===== config.mk =====
export PLATFORM = sky130hd
export DESIGN_NAME = imem_loader
export DESIGN_NICKNAME = d
export VERILOG_FILES = /design/src/rtl/imem_loader.sv
export SDC_FILE = /design/constraint.sdc
export NUM_CORES = 1
export LEC_CHECK = 0
export ABC_CLOCK_PERIOD_IN_PS = 2100
export CAP_MARGIN = 10
export CORE_UTILIZATION = 41
export DETAILED_ROUTE_END_ITERATION = 6
export HOLD_SLACK_MARGIN = 0.06
export PLACE_DENSITY = 0.86
export SLEW_MARGIN = 20
export SYNTH_ARGS = -nofsm -noshare
export SYNTH_HDL_FRONTEND = slang
export SYNTH_SLANG_ARGS = --single-unit

===== constraint.sdc =====
create_clock -name clk -period 2.1 [get_ports clk]
set_input_delay 0.315 -clock clk [delete_from_list [all_inputs] [get_ports clk]]
set_output_delay 0.315 -clock clk [all_outputs]
set_load 0.02 [all_outputs]

===== src/rtl/imem_loader.sv =====
// imem_loader: streams program words into instruction memory through port 2
// of the imem arbiter. Each accepted stream word becomes one write. A write
// that loses the arbiter (mem_busy=1) is presented again on the following
// cycles until it commits.
//
// Ports:
//   clk, rst            clock and synchronous active-high reset
//   start               one-cycle pulse that begins a load (only in IDLE)
//   base_addr           first write address, sampled with start
//   word_count          number of words to write, sampled with start
//   s_data/s_valid      stream word input
//   s_ready             registered; high for the whole of WAIT_DATA
//   addr_2, d_2         arbiter port-2 address and write data
//   en_2_x, wr_2_x      arbiter port-2 active-low enable and write
//   bit_wr_2_x          arbiter port-2 active-low bit-write mask
//   mem_busy            arbiter grants port 1 this cycle; port-2 access dropped
//   busy, done          load in progress / one-cycle completion pulse
//   checksum            running sum of committed words
//
// Build option: define IMEM_LOADER_CHECKSUM_EN to build the checksum adder.
// Without it, checksum is tied to zero.

module imem_loader #(
  parameter int unsigned PORTW     = 32,
  parameter int unsigned ADDRWIDTH = 7
) (
  input  logic                 clk,
  input  logic                 rst,
  input  logic                 start,
  input  logic [ADDRWIDTH-1:0] base_addr,
  input  logic [ADDRWIDTH:0]   word_count,
  input  logic [PORTW-1:0]     s_data,
  input  logic                 s_valid,
  output logic                 s_ready,
  output logic [ADDRWIDTH-1:0] addr_2,
  output logic [PORTW-1:0]     d_2,
  output logic                 en_2_x,
  output logic                 wr_2_x,
  output logic [PORTW-1:0]     bit_wr_2_x,
  input  logic                 mem_busy,
  output logic                 busy,
  output logic                 done,
  output logic [PORTW-1:0]     checksum
);

  localparam int unsigned CNTW = ADDRWIDTH + 1;

  typedef enum logic [1:0] {
    IDLE      = 2'd0,
    WAIT_DATA = 2'd1,
    WRITE     = 2'd2,
    DONE      = 2'd3
  } state_e;

  state_e               state_q;
  logic [ADDRWIDTH-1:0] addr_cnt_q, addr_cnt_d;
  logic [CNTW-1:0]      rem_q, rem_d;
  logic                 s_ready_q;
  logic [ADDRWIDTH-1:0] addr_2_q;
  logic [PORTW-1:0]     d_2_q;
  logic                 en_2_x_q;
  logic                 wr_2_x_q;
  logic [PORTW-1:0]     bit_wr_2_x_q;
  logic                 busy_q;
  logic                 done_q;

  // Address wraps modulo 2^ADDRWIDTH.
  always_comb begin
    addr_cnt_d = addr_cnt_q + ADDRWIDTH'(1);
    rem_d      = rem_q - CNTW'(1);
  end

  // Load sequencer with registered outputs.
  always_ff @(posedge clk) begin
    if (rst) begin
      state_q      <= IDLE;
      addr_cnt_q   <= '0;
      rem_q        <= '0;
      s_ready_q    <= 1'b0;
      addr_2_q     <= '0;
      d_2_q        <= '0;
      en_2_x_q     <= 1'b1;
      wr_2_x_q     <= 1'b1;
      bit_wr_2_x_q <= '1;
      busy_q       <= 1'b0;
      done_q       <= 1'b0;
    end else begin
      case (state_q)
        IDLE: begin
          done_q <= 1'b0;
          if (start) begin
            addr_cnt_q <= base_addr;
            rem_q      <= word_count;
            busy_q     <= 1'b1;
            if (word_count == '0) begin
              state_q <= DONE;
              done_q  <= 1'b1;
            end else begin
              state_q   <= WAIT_DATA;
              s_ready_q <= 1'b1;
            end
          end
        end
        WAIT_DATA: begin
          // s_ready_q is high throughout this state, so s_valid alone is the handshake.
          if (s_valid) begin
            d_2_q        <= s_data;
            addr_2_q     <= addr_cnt_q;
            s_ready_q    <= 1'b0;
            en_2_x_q     <= 1'b0;
            wr_2_x_q     <= 1'b0;
            bit_wr_2_x_q <= '0;
            state_q      <= WRITE;
          end
        end
        WRITE: begin
          // While mem_busy is high, every output is held and the write is presented again.
          if (!mem_busy) begin
            addr_cnt_q   <= addr_cnt_d;
            rem_q        <= rem_d;
            en_2_x_q     <= 1'b1;
            wr_2_x_q     <= 1'b1;
            bit_wr_2_x_q <= '1;
            if (rem_q == CNTW'(1)) begin
              state_q <= DONE;
              done_q  <= 1'b1;
            end else begin
              state_q   <= WAIT_DATA;
              s_ready_q <= 1'b1;
            end
          end
        end
        DONE: begin
          done_q  <= 1'b0;
          busy_q  <= 1'b0;
          state_q <= IDLE;
        end
        default: begin
          state_q <= IDLE;
        end
      endcase
    end
  end

`ifdef IMEM_LOADER_CHECKSUM_EN
  logic [PORTW-1:0] sum_q;

  // Sums committed writes only. Retried cycles do not add to the sum.
  always_ff @(posedge clk) begin
    if (rst) begin
      sum_q <= '0;
    end else if (state_q == IDLE && start) begin
      sum_q <= '0;
    end else if (state_q == WRITE && !mem_busy) begin
      sum_q <= sum_q + d_2_q;
    end
  end

  assign checksum = sum_q;
`else
  assign checksum = '0;
`endif

  assign s_ready    = s_ready_q;
  assign addr_2     = addr_2_q;
  assign d_2        = d_2_q;
  assign en_2_x     = en_2_x_q;
  assign wr_2_x     = wr_2_x_q;
  assign bit_wr_2_x = bit_wr_2_x_q;
  assign busy       = busy_q;
  assign done       = done_q;

endmodule

==> flow_summary.ini, run 1 <==
[global_route]
grt_pass1_wl_um = 12300
grt_pass1_vias = 2621
antenna_found_initial = 0
grt_usage_pct = 18.6
grt_max_degree = 35
gr-total-overflow = 0

[sta]
drv_slew = 0
fmax_ghz = 0.509
fin_skew_ns = 0.00501
finalHoldViolations = 0
fin_tns_setup_ns = 0
finalCritPeriodShare_pct = 93.5
layout_min_cycle_time_ns = 1.96
rsz0062_at_grt = no
setup_violations = 0
layout_setup_ws_ns = 0.137
whs_ns = 0.340

[power]
power_density_nw_per_um2 = 1290
p_seq_share_pct = 28.8
internal_power_mw = 3.34
clkPwrFrac_pct = 19.2
ir_worst_vdd_mv = 0.612
combPwrFrac_pct = 51.9
swShare_pct = 41.2
finalPower_mw = 5.68
p_leak_nw = 1.69
switching_power_mw = 2.34

[synth]
async_flop_share_pct = 0
ys_warn_count = 0
yosysSeqAreaShare_pct = 37.5
avgSynthCellArea_um2 = 7.94
synth_edf_count = 0
synth-seq-cells = 60
netlist_instances = 403
yosys_most_used_dff = dfxtp_1
ys_types = 49
netlist_area_um2 = 3200

[worst_setup_path]
cp.required_ns = 1.78
cp-start-kind = flip-flop
end_kind = output pin
cp.arrival_ns = 1.65
path_max_fanout = 34
path_class = reg -> out

[routing]
drcViolationCount = 0
route.vias.total = 2932
ant_nets = 0
vias_per_cell = 4.89
postRouteWirelength_um = 7610
avgRoutedWirePerCell_um = 12.7
drt_pre_antenna_iters = 4
drtIter0Drc = 127

[placement]
dpl_worst_slack_ns = 0.105
place.detailed.hpwl_um = 5640
placedCellCount = 584
portBuffers = 127
place.gp.congestion = 0.854

[clock_tree]
postCtsHoldBufs = 0
clkSinkCount = 60
cts_resized = 0
h-tree-depth = 3
cts-root-buf = clkbuf_8
postCtsSetupBuffers = 0
clk_latency_ns = 0.33
cts_tree = built
cts_buffers = 9
cts.path.max_buffers = 2
clkTransAtPathRegs_ns = 0.06

[floorplanning]
die_h_um = 90.3
initial_utilization_pct = 43.2
rows = 31
die_width_um = 90.3
core_um2 = 7410
io_pins = 160
die_area_um2 = 8160

[final_layout]
stdcell_count = 600
final_nets = 556
area_delta_synth_final_pct = 37.6
insertedDiodeCount = 0
drive_gt1_share_pct = 7.58

[run_status]
status = completed

[min_path]
min_path_type = in -> reg

[run]
max_cap_viol_count = 0
-- worst paths after layout --
check                 start       endpoint  slack [ns]  depth (start not counted)
max reg2reg      state_q[1]  addr_cnt_q[0]        0.23                          6
max          bit_wr_2_x[30]         en_2_x        0.14                          2
min reg2reg       addr_2[6]      addr_2[6]        0.45                          2
min                     rst           done        0.34                          2
-- layout make-up --
cell class                 instances  area [µm²]
fill                             660        3010
multi-input combinational        280        1490
timing repair buffer             137        1340
sequential                        60        1200
clock buffer                      13         169
tap                               99         124
clock inverter                     3        43.8
inverter                           8        30.0
-- layer usage --
| metal | global-route usage [%] | routed length, µm |
|---|---|---|
| met1 | 22.5 | 3210 |
| met2 | 31.1 | 3690 |
| met3 | 3.28 | 436 |
| met4 | 10.2 | 264 |
| met5 | 0 | 0 |
-- power groups by stage --
stage / logic (mW) / registers [mW] / clock network [mW]
after floorplan: 1.99 / 1.82 / 0
after global routing: 3.19 / 1.68 / 1.16
after global placement: 2.86 / 1.65 / 0
final: 2.95 / 1.64 / 1.09
after CTS: 2.95 / 1.64 / 1.12
after detailed placement: 2.94 / 1.66 / 0
-- critical path: stages (launching register included) --
cell             delay, ns
dfxtp_1               0.35
buf_4                 0.30
clkdlybuf4s50_1       0.66
-- Yosys cell counts, types with 2 or more instances --
master | count | area share [%]
o21ai_0 | 9 | 1.4
nand3_1 | 4 | 0.63
o32ai_1 | 2 | 0.55
nor3b_1 | 2 | 0.47
dfxtp_1 | 60 | 38
and3_1 | 3 | 0.59
inv_1 | 7 | 0.82
nor4_2 | 3 | 1.2
nor2b_1 | 5 | 0.98
buf_2 | 6 | 0.94
a21oi_1 | 59 | 9.2
nand2_1 | 92 | 11
buf_1 | 2 | 0.23
clkbuf_1 | 11 | 1.3
o2bb2ai_1 | 2 | 0.55
o211ai_1 | 2 | 0.47
nor3_1 | 5 | 0.78
a41oi_1 | 3 | 0.82
nor2_1 | 16 | 1.9
ha_1 | 8 | 3.1
nand2b_1 | 3 | 0.59
a211oi_1 | 3 | 0.70
o21ai_1 | 3 | 0.47
buf_4 | 65 | 15
mux2i_1 | 3 | 0.94
o31a_1 | 2 | 0.55
-- logic make-up after synthesis --
group / Yosys count / synth area share (%)
buf+inv: 94 / 19.4
simple gates: 143 / 21.4
other cells: 1 / 0.117
fa+ha+maj: 8 / 3.13
flops: 60 / 37.5
compound gates: 93 / 17.0
mux: 4 / 1.41
-- state kept, by name, indices dropped and copies added, names as in the netlist --
| register | cells |
|---|---|
| d_2 | 32 |
| addr_2 | 7 |
| bit_wr_2_x | 1 |
| addr_cnt_q | 7 |
| done | 1 |
| rem_q | 8 |
| s_ready | 1 |
| state_q | 2 |
| busy | 1 |
-- per-stage QoR --
stage | util [%] | instance area, µm²
after CTS | 59.4 | 4400
after global placement | 56.5 | 4190
after global routing | 59.4 | 4400
after detailed placement | 56.5 | 4190
final | 59.4 | 4400
after floorplan | - | 3320
-- placed cells by master, fill, tap and decap left out, types with 2 or more instances in the layout --
master             n
nor2_1            16
mux2i_1            3
buf_4             10
nor4_2             3
clkdlybuf4s50_1  126
clkbuf_8          12
o21ai_1            3
nor3_1             5
o211ai_1           2
conb_1            32
and3_1             3
o21ai_0            9
o32ai_1            2
nand2_1           92
o31a_1             2
a211oi_1           3
dfxtp_1           60
nand3_1            4
inv_1              7
o2bb2ai_1          2
a21oi_1           59
a41oi_1            3
nor2b_1            5
nand2b_1           3
nor3b_1            2
ha_1               8
(Power assumes the default switching activity.)
==> run 2, diff against run 1 <==
ABC_CLOCK_PERIOD_IN_PS = 1700   (was 2100)
CORE_UTILIZATION = 37   (was 41)
PLACE_DENSITY = 0.82   (was 0.86)
clock period = 1.7 ns   (was 2.1 ns; I/O delays follow)
==> run 2 against run 1 <==
Against the previous run:
- first-iteration DRC count shrank 28%
- clock skew grew 0.0020 ns
- critical endpoint is now s_ready
- via count grew 1.1%
- final area increased by 2.3%
- power up 25%
==> flow_summary.ini, run 2 (synthesis gave the netlist of run 1 again) <==
[routing]
drtIter0Drc = 92
postRouteWirelength_um = 7820
vias_per_cell = 4.81
drt_pre_antenna_iters = 4
ant_nets = 0
drcViolationCount = 0
avgRoutedWirePerCell_um = 12.7
route.vias.total = 2963

[worst_setup_path]
path_max_fanout = 14
cp-start-kind = flip-flop
cp.arrival_ns = 1.86
path_class = reg -> reg
cp.required_ns = 1.92
end_kind = flip-flop

[final_layout]
largest_register_ffs = 32
insertedDiodeCount = 0
area_delta_synth_final_pct = 40.7
fin_util_pct = 54.2
stdcell_count = 616
final_nets = 568
layout_common_cells = nand2_1, clkdlybuf4s50_1, a21oi_1, dfxtp_1, dlygate4sd2_1
postLayoutCellArea_um2 = 4500
drive_gt1_share_pct = 9.98

[clock_tree]
h-tree-depth = 3
clkTransAtPathRegs_ns = 0.06
clkSinkCount = 60
postCtsHoldBufs = 0
cts-root-buf = clkbuf_8
clk_latency_ns = 0.34
cts_tree = built
cts_buffers = 9
postCtsSetupBuffers = 0
cts.path.max_buffers = 2

[sta]
tightest_slew_ns = 0.518
setup_violations = 0
whs_ns = 0.227
rsz0062_at_grt = yes
layout_min_cycle_time_ns = 1.64
drv_slew = 0
finalCritPeriodShare_pct = 96.4
finalHoldViolations = 0
layout_setup_ws_ns = 0.0615
fmax_ghz = 0.610
fin_skew_ns = 0.00699
relSlewSlack_pct = 65.2

[placement]
portBuffers = 127
place.gp.congestion = 0.845
placedCellCount = 602
place.detailed.hpwl_um = 5730
dpl_worst_slack_ns = -0.124
dpl-instance-area_um2 = 4340

[min_path]
min_path_type = in -> reg

[power]
ir_worst_vdd_mv = 0.734
power_density_nw_per_um2 = 1570
p_leak_nw = 1.73

[floorplanning]
die_h_um = 95.0
rows = 33
initial_utilization_pct = 38.5
core_um2 = 8300
die_width_um = 95.0
io_pins = 160
die_area_um2 = 9020

[global_route]
antenna_found_initial = 0
grt_pass1_wl_um = 11900
grt_usage_pct = 17.2
gr-total-overflow = 0
grt_pass1_vias = 2661
grt_max_degree = 35

[run_status]
status = completed

[run]
max_cap_viol_count = 0
[run 2: cell count changes in the layout (fill, tap and decap cells not counted), sizes merged]
cell and delta:
clkbuf -1, clkinv -1, clkdlybuf4s50 -34, dlygate4sd2 +34, buf +12
[run 2: final timing paths]
kind | from | endpoint | slack (ns) | depth (start not counted)
max | state_q[0] | s_ready | 0.06 | 7
min | rst | state_q[1] | 0.23 | 2
max reg2reg | state_q[0] | s_ready | 0.06 | 7
min reg2reg | d_2[1] | d_2[1] | 0.45 | 2
[run 2: routing by layer]
layer	GRT usage (%)	share of wire [%]
met1	19.5	42
met2	29.0	48
met3	5.31	7.6
met4	8.59	2.5
met5	0	0
[run 2: cell type report]
class | instances | area, µm²
clock buffer | 12 | 155
clock inverter | 2 | 35.0
fill | 769 | 3800
inverter | 8 | 30.0
multi-input combinational | 280 | 1510
sequential | 60 | 1200
tap | 105 | 131
timing repair buffer | 149 | 1440
[run 2: worst max-delay path, cell delays in order (launching register included)]
cell,delay (ns)
dfxtp_1,0.32
inv_1,0.08
ha_2,0.23
buf_12,0.15
nand2_4,0.07
nand3_2,0.09
and4bb_1,0.28
mux2_4,0.30
[run 2: timing repair]
action	4_1_cts	5_1_grt
resized for setup	35	5
endpoints found under the hold margin	0	0
setup endpoints to repair	35	41
pin swaps	0	1
[run 2: stage by stage]
step	setup TNS [ns]	power (mW)
after floorplan	0	4.70
after global placement	-0.217	5.90
after detailed placement	-0.211	6.01
after CTS	0	7.08
after global routing	-0.0236	7.57
final	0	7.09
[run 2: where the power goes]
group / leakage [nW] / switching (mW) / internal [mW]
clock network: 0.0983 / 0.540 / 0.739
registers: 0.490 / 0.276 / 1.74
logic: 1.14 / 2.13 / 1.66
